### src/rtl/heat_pkg.sv
// Shared constants, host command encodings and FSM state type for the heat sweep controller.
package heat_pkg;

    localparam int GRID_N = 6;
    localparam int CELLS  = GRID_N * GRID_N;
    localparam int DATA_W = 4;

    localparam logic [1:0] CMD_RUN = 2'b00;
    localparam logic [1:0] CMD_WR  = 2'b01;
    localparam logic [1:0] CMD_RD  = 2'b10;
    localparam logic [1:0] CMD_CFG = 2'b11;

    typedef enum logic [3:0] {
        IDLE = 4'd0,
        RD_C = 4'd1,
        RD_N = 4'd2,
        RD_S = 4'd3,
        RD_W = 4'd4,
        RD_E = 4'd5,
        WAIT = 4'd6,
        WB   = 4'd7,
        SWAP = 4'd8
    } state_t;

endpackage

### src/rtl/heat_cell_update.sv
// Combinational explicit diffusion step for one cell: new = sat(c + ((N+S+W+E-4c)*alpha) >>> 4).
module heat_cell_update
    import heat_pkg::*;
(
    input  logic [DATA_W-1:0] c,
    input  logic [DATA_W-1:0] n,
    input  logic [DATA_W-1:0] s,
    input  logic [DATA_W-1:0] w,
    input  logic [DATA_W-1:0] e,
    input  logic [DATA_W-1:0] alpha,
    output logic [DATA_W-1:0] upd
);

    logic        [5:0]  sum4_s;
    logic signed [6:0]  lap_s;
    logic signed [11:0] prod_s;
    logic signed [11:0] shr_s;
    logic signed [11:0] sum_s;

    // Laplacian, scaled by alpha/16 with floor rounding, then clamped to the 4-bit range.
    always_comb begin
        sum4_s = {2'b00, n} + {2'b00, s} + {2'b00, w} + {2'b00, e};
        lap_s  = $signed({1'b0, sum4_s}) - $signed({1'b0, c, 2'b00});
        prod_s = 12'(lap_s) * 12'($signed({1'b0, alpha}));
        shr_s  = prod_s >>> 4;
        sum_s  = $signed({8'd0, c}) + shr_s;
        if (sum_s < 12'sd0) begin
            upd = 4'd0;
        end else if (sum_s > 12'sd15) begin
            upd = 4'd15;
        end else begin
            upd = sum_s[3:0];
        end
    end

endmodule

### src/rtl/heat_sweep_ctrl.sv
// Jacobi heat-diffusion sweeper over a GRID_N x GRID_N grid held in an external dual-bank RAM.
// Build option HEAT_ITER_LIMIT_EN: a nonzero configured limit stops run mode at iter_count == limit.
module heat_sweep_ctrl #(
    parameter int GRID_N = heat_pkg::GRID_N,
    parameter int ITER_W = 8
) (
    input  logic              clk,
    input  logic              rst_n,
    input  logic              ena,
    input  logic [1:0]        cmd,
    input  logic [5:0]        cmd_addr,
    input  logic [7:0]        cmd_data,
    output logic [6:0]        mem_addr,
    output logic              mem_we,
    output logic [3:0]        mem_wdata,
    input  logic [3:0]        mem_rdata,
    output logic [3:0]        rd_data,
    output logic [3:0]        alpha,
    output logic [ITER_W-1:0] iter_count,
    output logic              busy,
    output logic              sweep_done
);
    import heat_pkg::*;

    localparam logic [5:0] EDGE      = 6'(GRID_N);
    localparam logic [5:0] LAST_CELL = 6'(GRID_N * GRID_N - 1);
    localparam logic [5:0] LAST_ROW  = 6'(GRID_N * GRID_N - GRID_N);

    state_t            state_r, state_s;
    logic              bank_r, bank_s;
    logic [5:0]        cell_r, cell_s;
    logic [3:0]        alpha_r, alpha_s;
    logic [3:0]        limit_r, limit_s;
    logic [ITER_W-1:0] iter_r, iter_s;
    logic [3:0]        c_r, c_s, n_r, n_s, s_r, s_s, w_r, w_s;
    logic [2:0]        rd_v_r, rd_v_s;
    logic [3:0]        rd_buf_r, rd_buf_s;
    logic [3:0]        rd_data_r, rd_data_s;
    logic [6:0]        mem_addr_r, mem_addr_s;
    logic              mem_we_r, mem_we_s;
    logic [3:0]        mem_wdata_r, mem_wdata_s;
    logic              busy_r;
    logic              sweep_done_r, sweep_done_s;

    logic [5:0]        col_s;
    logic              has_n_s, has_s_s, has_w_s, has_e_s;
    logic [5:0]        n_addr_s, s_addr_s, w_addr_s, e_addr_s;
    logic [3:0]        e_s, upd_s;
    logic              run_ok_s;

`ifdef HEAT_ITER_LIMIT_EN
    assign run_ok_s = (limit_r == 4'd0) || (iter_r != ITER_W'(limit_r));
`else
    logic unused_limit_s;
    assign run_ok_s       = 1'b1;
    assign unused_limit_s = ^limit_r;
`endif

    // Neighbour addressing; a missing neighbour re-reads the centre and is later forced to 0.
    always_comb begin
        col_s    = cell_r % EDGE;
        has_n_s  = (cell_r >= EDGE);
        has_s_s  = (cell_r < LAST_ROW);
        has_w_s  = (col_s != 6'd0);
        has_e_s  = (col_s != (EDGE - 6'd1));
        n_addr_s = has_n_s ? (cell_r - EDGE)  : cell_r;
        s_addr_s = has_s_s ? (cell_r + EDGE)  : cell_r;
        w_addr_s = has_w_s ? (cell_r - 6'd1)  : cell_r;
        e_addr_s = has_e_s ? (cell_r + 6'd1)  : cell_r;
        e_s      = has_e_s ? mem_rdata : 4'd0;
    end

    heat_cell_update u_update (
        .c     (c_r),
        .n     (n_r),
        .s     (s_r),
        .w     (w_r),
        .e     (e_s),
        .alpha (alpha_r),
        .upd   (upd_s)
    );

    // Next-state and next-output logic; RAM data arrives two states after its address is issued.
    always_comb begin
        state_s      = state_r;
        bank_s       = bank_r;
        cell_s       = cell_r;
        alpha_s      = alpha_r;
        limit_s      = limit_r;
        iter_s       = iter_r;
        c_s          = c_r;
        n_s          = n_r;
        s_s          = s_r;
        w_s          = w_r;
        mem_addr_s   = mem_addr_r;
        mem_we_s     = 1'b0;
        mem_wdata_s  = mem_wdata_r;
        sweep_done_s = 1'b0;
        rd_v_s       = {rd_v_r[1:0], 1'b0};
        rd_buf_s     = rd_v_r[1] ? mem_rdata : rd_buf_r;
        rd_data_s    = rd_v_r[2] ? rd_buf_r  : rd_data_r;

        case (state_r)
            IDLE: begin
                case (cmd)
                    CMD_RUN: begin
                        if (run_ok_s) begin
                            state_s    = RD_C;
                            mem_addr_s = {bank_r, cell_r};
                        end else begin
                            state_s    = IDLE;
                        end
                    end
                    CMD_WR: begin
                        mem_we_s    = 1'b1;
                        mem_addr_s  = {bank_r, cmd_addr};
                        mem_wdata_s = cmd_data[3:0];
                    end
                    CMD_RD: begin
                        mem_addr_s = {bank_r, cmd_addr};
                        rd_v_s[0]  = 1'b1;
                    end
                    CMD_CFG: begin
                        alpha_s = cmd_data[3:0];
                        limit_s = cmd_data[7:4];
                        iter_s  = '0;
                        cell_s  = 6'd0;
                    end
                    default: state_s = IDLE;
                endcase
            end
            RD_C: begin
                state_s    = RD_N;
                mem_addr_s = {bank_r, n_addr_s};
            end
            RD_N: begin
                state_s    = RD_S;
                mem_addr_s = {bank_r, s_addr_s};
                c_s        = mem_rdata;
            end
            RD_S: begin
                state_s    = RD_W;
                mem_addr_s = {bank_r, w_addr_s};
                n_s        = has_n_s ? mem_rdata : 4'd0;
            end
            RD_W: begin
                state_s    = RD_E;
                mem_addr_s = {bank_r, e_addr_s};
                s_s        = has_s_s ? mem_rdata : 4'd0;
            end
            RD_E: begin
                state_s = WAIT;
                w_s     = has_w_s ? mem_rdata : 4'd0;
            end
            WAIT: begin
                state_s     = WB;
                mem_we_s    = 1'b1;
                mem_addr_s  = {~bank_r, cell_r};
                mem_wdata_s = upd_s;
            end
            WB: begin
                if (cell_r == LAST_CELL) begin
                    state_s = SWAP;
                end else begin
                    cell_s = cell_r + 6'd1;
                    if (cmd == CMD_RUN) begin
                        state_s    = RD_C;
                        mem_addr_s = {bank_r, cell_r + 6'd1};
                    end else begin
                        state_s    = IDLE;
                    end
                end
            end
            SWAP: begin
                state_s      = IDLE;
                bank_s       = ~bank_r;
                iter_s       = iter_r + {{(ITER_W-1){1'b0}}, 1'b1};
                sweep_done_s = 1'b1;
                cell_s       = 6'd0;
            end
            default: state_s = IDLE;
        endcase
    end

    // FSM state register; ena low holds the state.
    always_ff @(posedge clk or negedge rst_n) begin
        if (!rst_n) begin
            state_r <= IDLE;
        end else if (ena) begin
            state_r <= state_s;
        end else begin
            state_r <= state_r;
        end
    end

    // Datapath and output registers; ena low freezes everything and suppresses RAM writes.
    always_ff @(posedge clk or negedge rst_n) begin
        if (!rst_n) begin
            bank_r       <= 1'b0;
            cell_r       <= 6'd0;
            alpha_r      <= 4'd0;
            limit_r      <= 4'd0;
            iter_r       <= '0;
            c_r          <= 4'd0;
            n_r          <= 4'd0;
            s_r          <= 4'd0;
            w_r          <= 4'd0;
            rd_v_r       <= 3'd0;
            rd_buf_r     <= 4'd0;
            rd_data_r    <= 4'd0;
            mem_addr_r   <= 7'd0;
            mem_we_r     <= 1'b0;
            mem_wdata_r  <= 4'd0;
            busy_r       <= 1'b0;
            sweep_done_r <= 1'b0;
        end else if (ena) begin
            bank_r       <= bank_s;
            cell_r       <= cell_s;
            alpha_r      <= alpha_s;
            limit_r      <= limit_s;
            iter_r       <= iter_s;
            c_r          <= c_s;
            n_r          <= n_s;
            s_r          <= s_s;
            w_r          <= w_s;
            rd_v_r       <= rd_v_s;
            rd_buf_r     <= rd_buf_s;
            rd_data_r    <= rd_data_s;
            mem_addr_r   <= mem_addr_s;
            mem_we_r     <= mem_we_s;
            mem_wdata_r  <= mem_wdata_s;
            busy_r       <= (state_s != IDLE);
            sweep_done_r <= sweep_done_s;
        end else begin
            mem_we_r     <= 1'b0;
        end
    end

    assign mem_addr   = mem_addr_r;
    assign mem_we     = mem_we_r;
    assign mem_wdata  = mem_wdata_r;
    assign rd_data    = rd_data_r;
    assign alpha      = alpha_r;
    assign iter_count = iter_r;
    assign busy       = busy_r;
    assign sweep_done = sweep_done_r;

endmodule

### config.mk
export PLATFORM = sky130hd
export DESIGN_NAME = heat_sweep_ctrl
export DESIGN_NICKNAME = d
export VERILOG_FILES = /design/src/rtl/heat_pkg.sv /design/src/rtl/heat_cell_update.sv /design/src/rtl/heat_sweep_ctrl.sv
export SDC_FILE = /design/constraint.sdc
export NUM_CORES = 1
export LEC_CHECK = 0
export CAP_MARGIN = 25
export CORE_MARGIN = 5
export CORE_UTILIZATION = 40
export CTS_CLUSTER_SIZE = 16
export DETAILED_ROUTE_END_ITERATION = 8
export DONT_BUFFER_PORTS = 1
export MAX_ROUTING_LAYER = met4
export PLACE_DENSITY_LB_ADDON = 0.3
export SYNTH_ARGS = -nofsm -noshare
export SYNTH_HDL_FRONTEND = slang
export SYNTH_HIERARCHICAL = 1
export SYNTH_SLANG_ARGS = --single-unit
### constraint.sdc
create_clock -name clk -period 10.1 [get_ports clk]
set_input_delay 1.01 -clock clk [delete_from_list [all_inputs] [get_ports clk]]
set_output_delay 1.01 -clock clk [all_outputs]
set_load 0.1 [all_outputs]
==> summary.txt <==
Clk sinks - 64
CTS tree - done
Drt wl/cell - 17.62 µm
Startpoint types - flip-flop
Total Routing Usage GR - 18.97%
#FFs+latches synth - 64
DRT Pass-1 Iters - 5
GP Congestion - 0.9615
Reg2Reg Depth - 41
Drt via density - 5.762
Hold buffers post-CTS - 0
Via count - 5508
DR DRC count - 0
Yosys top cell by area - dfrtp_1
Root Buffer - clkbuf_16
Top cell type's share of synthesized area - 25.59%
CP endpoint kind - flip-flop
Layout area overhead - 12.91%
Worst hold path type - in2async
Final #Nets - 835
Placement Rows - 45
Max frequency - 103.1 MHz
Syn nets - 824
R2r setup slk - 0.40 ns
Final core occ - 46.31%
Kind of critical path - reg2reg
H-tree depth - 3
Core footprint - 15260 µm²
Port Buffers - 0
Synth top cells by count - 64 x dfrtp_1, 63 x inv_1, 55 x nor2_1, 50 x ha_1
Largest net degree at the start of global routing - 65
HPWL after DPL - 12640 µm
Ys flop type - dfrtp_1
Initial DRC count - 545
Synth area leaders - dfrtp_1 26%, ha_1 10%, fa_1 7.0%, a21oi_1 3.9%, inv_1 3.8%
Number of flip-flops in the largest register - 8
Avg Inst Size Synth - 8.585 µm²
Die Y - 135.1 µm
Longest Clk Path Bufs - 2
Syn. warnings - 6
Synthesized cell area - 6259 µm²
FF-to-FF End - mem_wdata[1]
Fin crit period - 9.700 ns
Most common cell in the synthesized netlist - dfrtp_1
Final Hold Fails - 0
Worst endpoint required time - 10.27 ns
Ant diodes - 0
Clk_skew - 0.008311 ns
Post-synth cell types - 79
Layout cells sized above 1 - 13.29%
Worst r2r src - cell_r[2]
Most used cell along the critical path - ha_1
I/O Pins - 53
Slew headroom - 33.59%
Vias in the first global route - 5186
Total clock buffers created by CTS - 9
Slew Viols, Final - 0
Worst Path Arrival - 9.87 ns
Initial Util - 41.02%
Setup violators final - 0
Clock Latency Late Sink - 0.33 ns
Max_cap viols - 0
Clock-pin transition on the worst setup and hold timing paths - 0.06 ns
GR Overflow Total - 0
Fin crit share - 96.04%
Total Wirelength - 16850 µm
EDFF count, synth - 0
First-pass GRT wire length - 27360 µm
Critical path's largest stage delay - 0.54 ns
Seq/Total Area, Yosys - 25.59%
DRT antenna net count - 0
Post-Syn Instances - 729
Ys async rst share - 100.0%
Worst Path Max Fanout - 7
Tightest Pin Transition - 0.9962 ns
Crit path max-delay cell type - xor3_2
Die X - 135.1 µm
Initial antenna violation count - 0
Outcome - complete, no violations
DIE AREA - 18250 µm²
[how the worst max path moves through the flow]
stage                         start      endpoint  slack, ns
after floorplan           cell_r[1]  mem_wdata[3]       0.55
after global placement    cell_r[2]  mem_wdata[3]       0.25
after detailed placement  cell_r[2]  mem_wdata[2]       0.09
after CTS                 cell_r[2]  mem_wdata[2]       0.08
after global routing      cell_r[2]  mem_wdata[1]      -0.13
final                     cell_r[2]  mem_wdata[1]       0.40
[metal layers]
layer | part of all wire [%] | track usage (%) | vias to the layer above
li1 | - | - | 2624
met1 | 44 | 25.34 | 2618
met2 | 47 | 29.73 | 232
met3 | 7.0 | 3.912 | 34
met4 | 1.8 | 4.535 | 0
met5 | 0 | - | -
[cell usage in the layout, fill, tap and decap left out, types with 12 or more instances in the layout]
| master | Yosys | routed |
|---|---|---|
| xnor2_1 | 19 | 18 |
| mux2_2 | 17 | 17 |
| nor2_1 | 55 | 55 |
| nor3_1 | 19 | 18 |
| nand3_1 | 17 | 17 |
| ha_1 | 50 | 48 |
| and2_1 | 18 | 18 |
| nor2b_1 | 12 | 12 |
| mux2i_1 | 15 | 14 |
| fa_1 | 22 | 21 |
| buf_4 | 0 | 31 |
| a21o_1 | 13 | 13 |
| inv_1 | 63 | 62 |
| dfrtp_1 | 64 | 64 |
| o21ai_0 | 34 | 34 |
| nand2_1 | 49 | 49 |
| a22o_1 | 14 | 14 |
| a21oi_1 | 49 | 47 |
| a211oi_1 | 17 | 17 |
[metrics by stage]
step | setup WS [ns] | hold WS [ns] | instances | instance area (µm²) | setup TNS, ns
3_5_place_dp | 0.08675 | 0.4902 | 929 | 6541 | 0
4_1_cts | 0.07957 | 0.3577 | 945 | 6859 | 0
5_1_grt | -0.1311 | 0.3513 | 956 | 7067 | -0.3389
2_1_floorplan | 0.5528 | 0.4666 | 729 | 6259 | 0
6_report | 0.3995 | 0.3671 | 956 | 7067 | 0
3_3_place_gp | 0.2533 | 0.4848 | 929 | 6541 | 0
[area by class of cell]
| cell class | count | area, µm² |
|---|---|---|
| clock inverters | 4 | 51.30 |
| well taps | 211 | 264.0 |
| inverters | 67 | 257.7 |
| flip-flops and latches | 64 | 1602 |
| clock buffers | 12 | 266.5 |
| repair buffers | 32 | 252.7 |
| multi-input cells | 566 | 4373 |
| fillers | 1455 | 8192 |
[critical path: cells and delay by family, from the launching register on]
family | cells | cell delay (ns)
AOI/OAI and AO/OA | 10 | 2.11
buffers and inverters | 8 | 0.82
DFF | 1 | 0.40
xor gates and xnor gates | 1 | 0.54
adders and majority gates | 12 | 3.98
and+or+nand+nor | 8 | 1.29
muxes | 2 | 0.43
[cell families (layout without fill, tap and decap cells)]
logic type,after synthesis,count (layout),synth area share (%)
and+or+nand+nor,231,231,18.89
AOI/OAI and AO/OA,197,197,21.57
buffers and inverters,99,115,6.238
adders and majority gates,73,73,17.19
DFF,64,64,25.59
muxes,34,34,5.938
xor gates and xnor gates,31,31,4.578
[timing repair]
action                     in CTS  in global routing
buffers inserted                0                 11
setup endpoints to repair       0                  4
gates resized for setup         0                 23
Power is left out: the tool's default activity adds up to more than one toggle a clock period on the data nets, which glitch-free logic cannot reach.
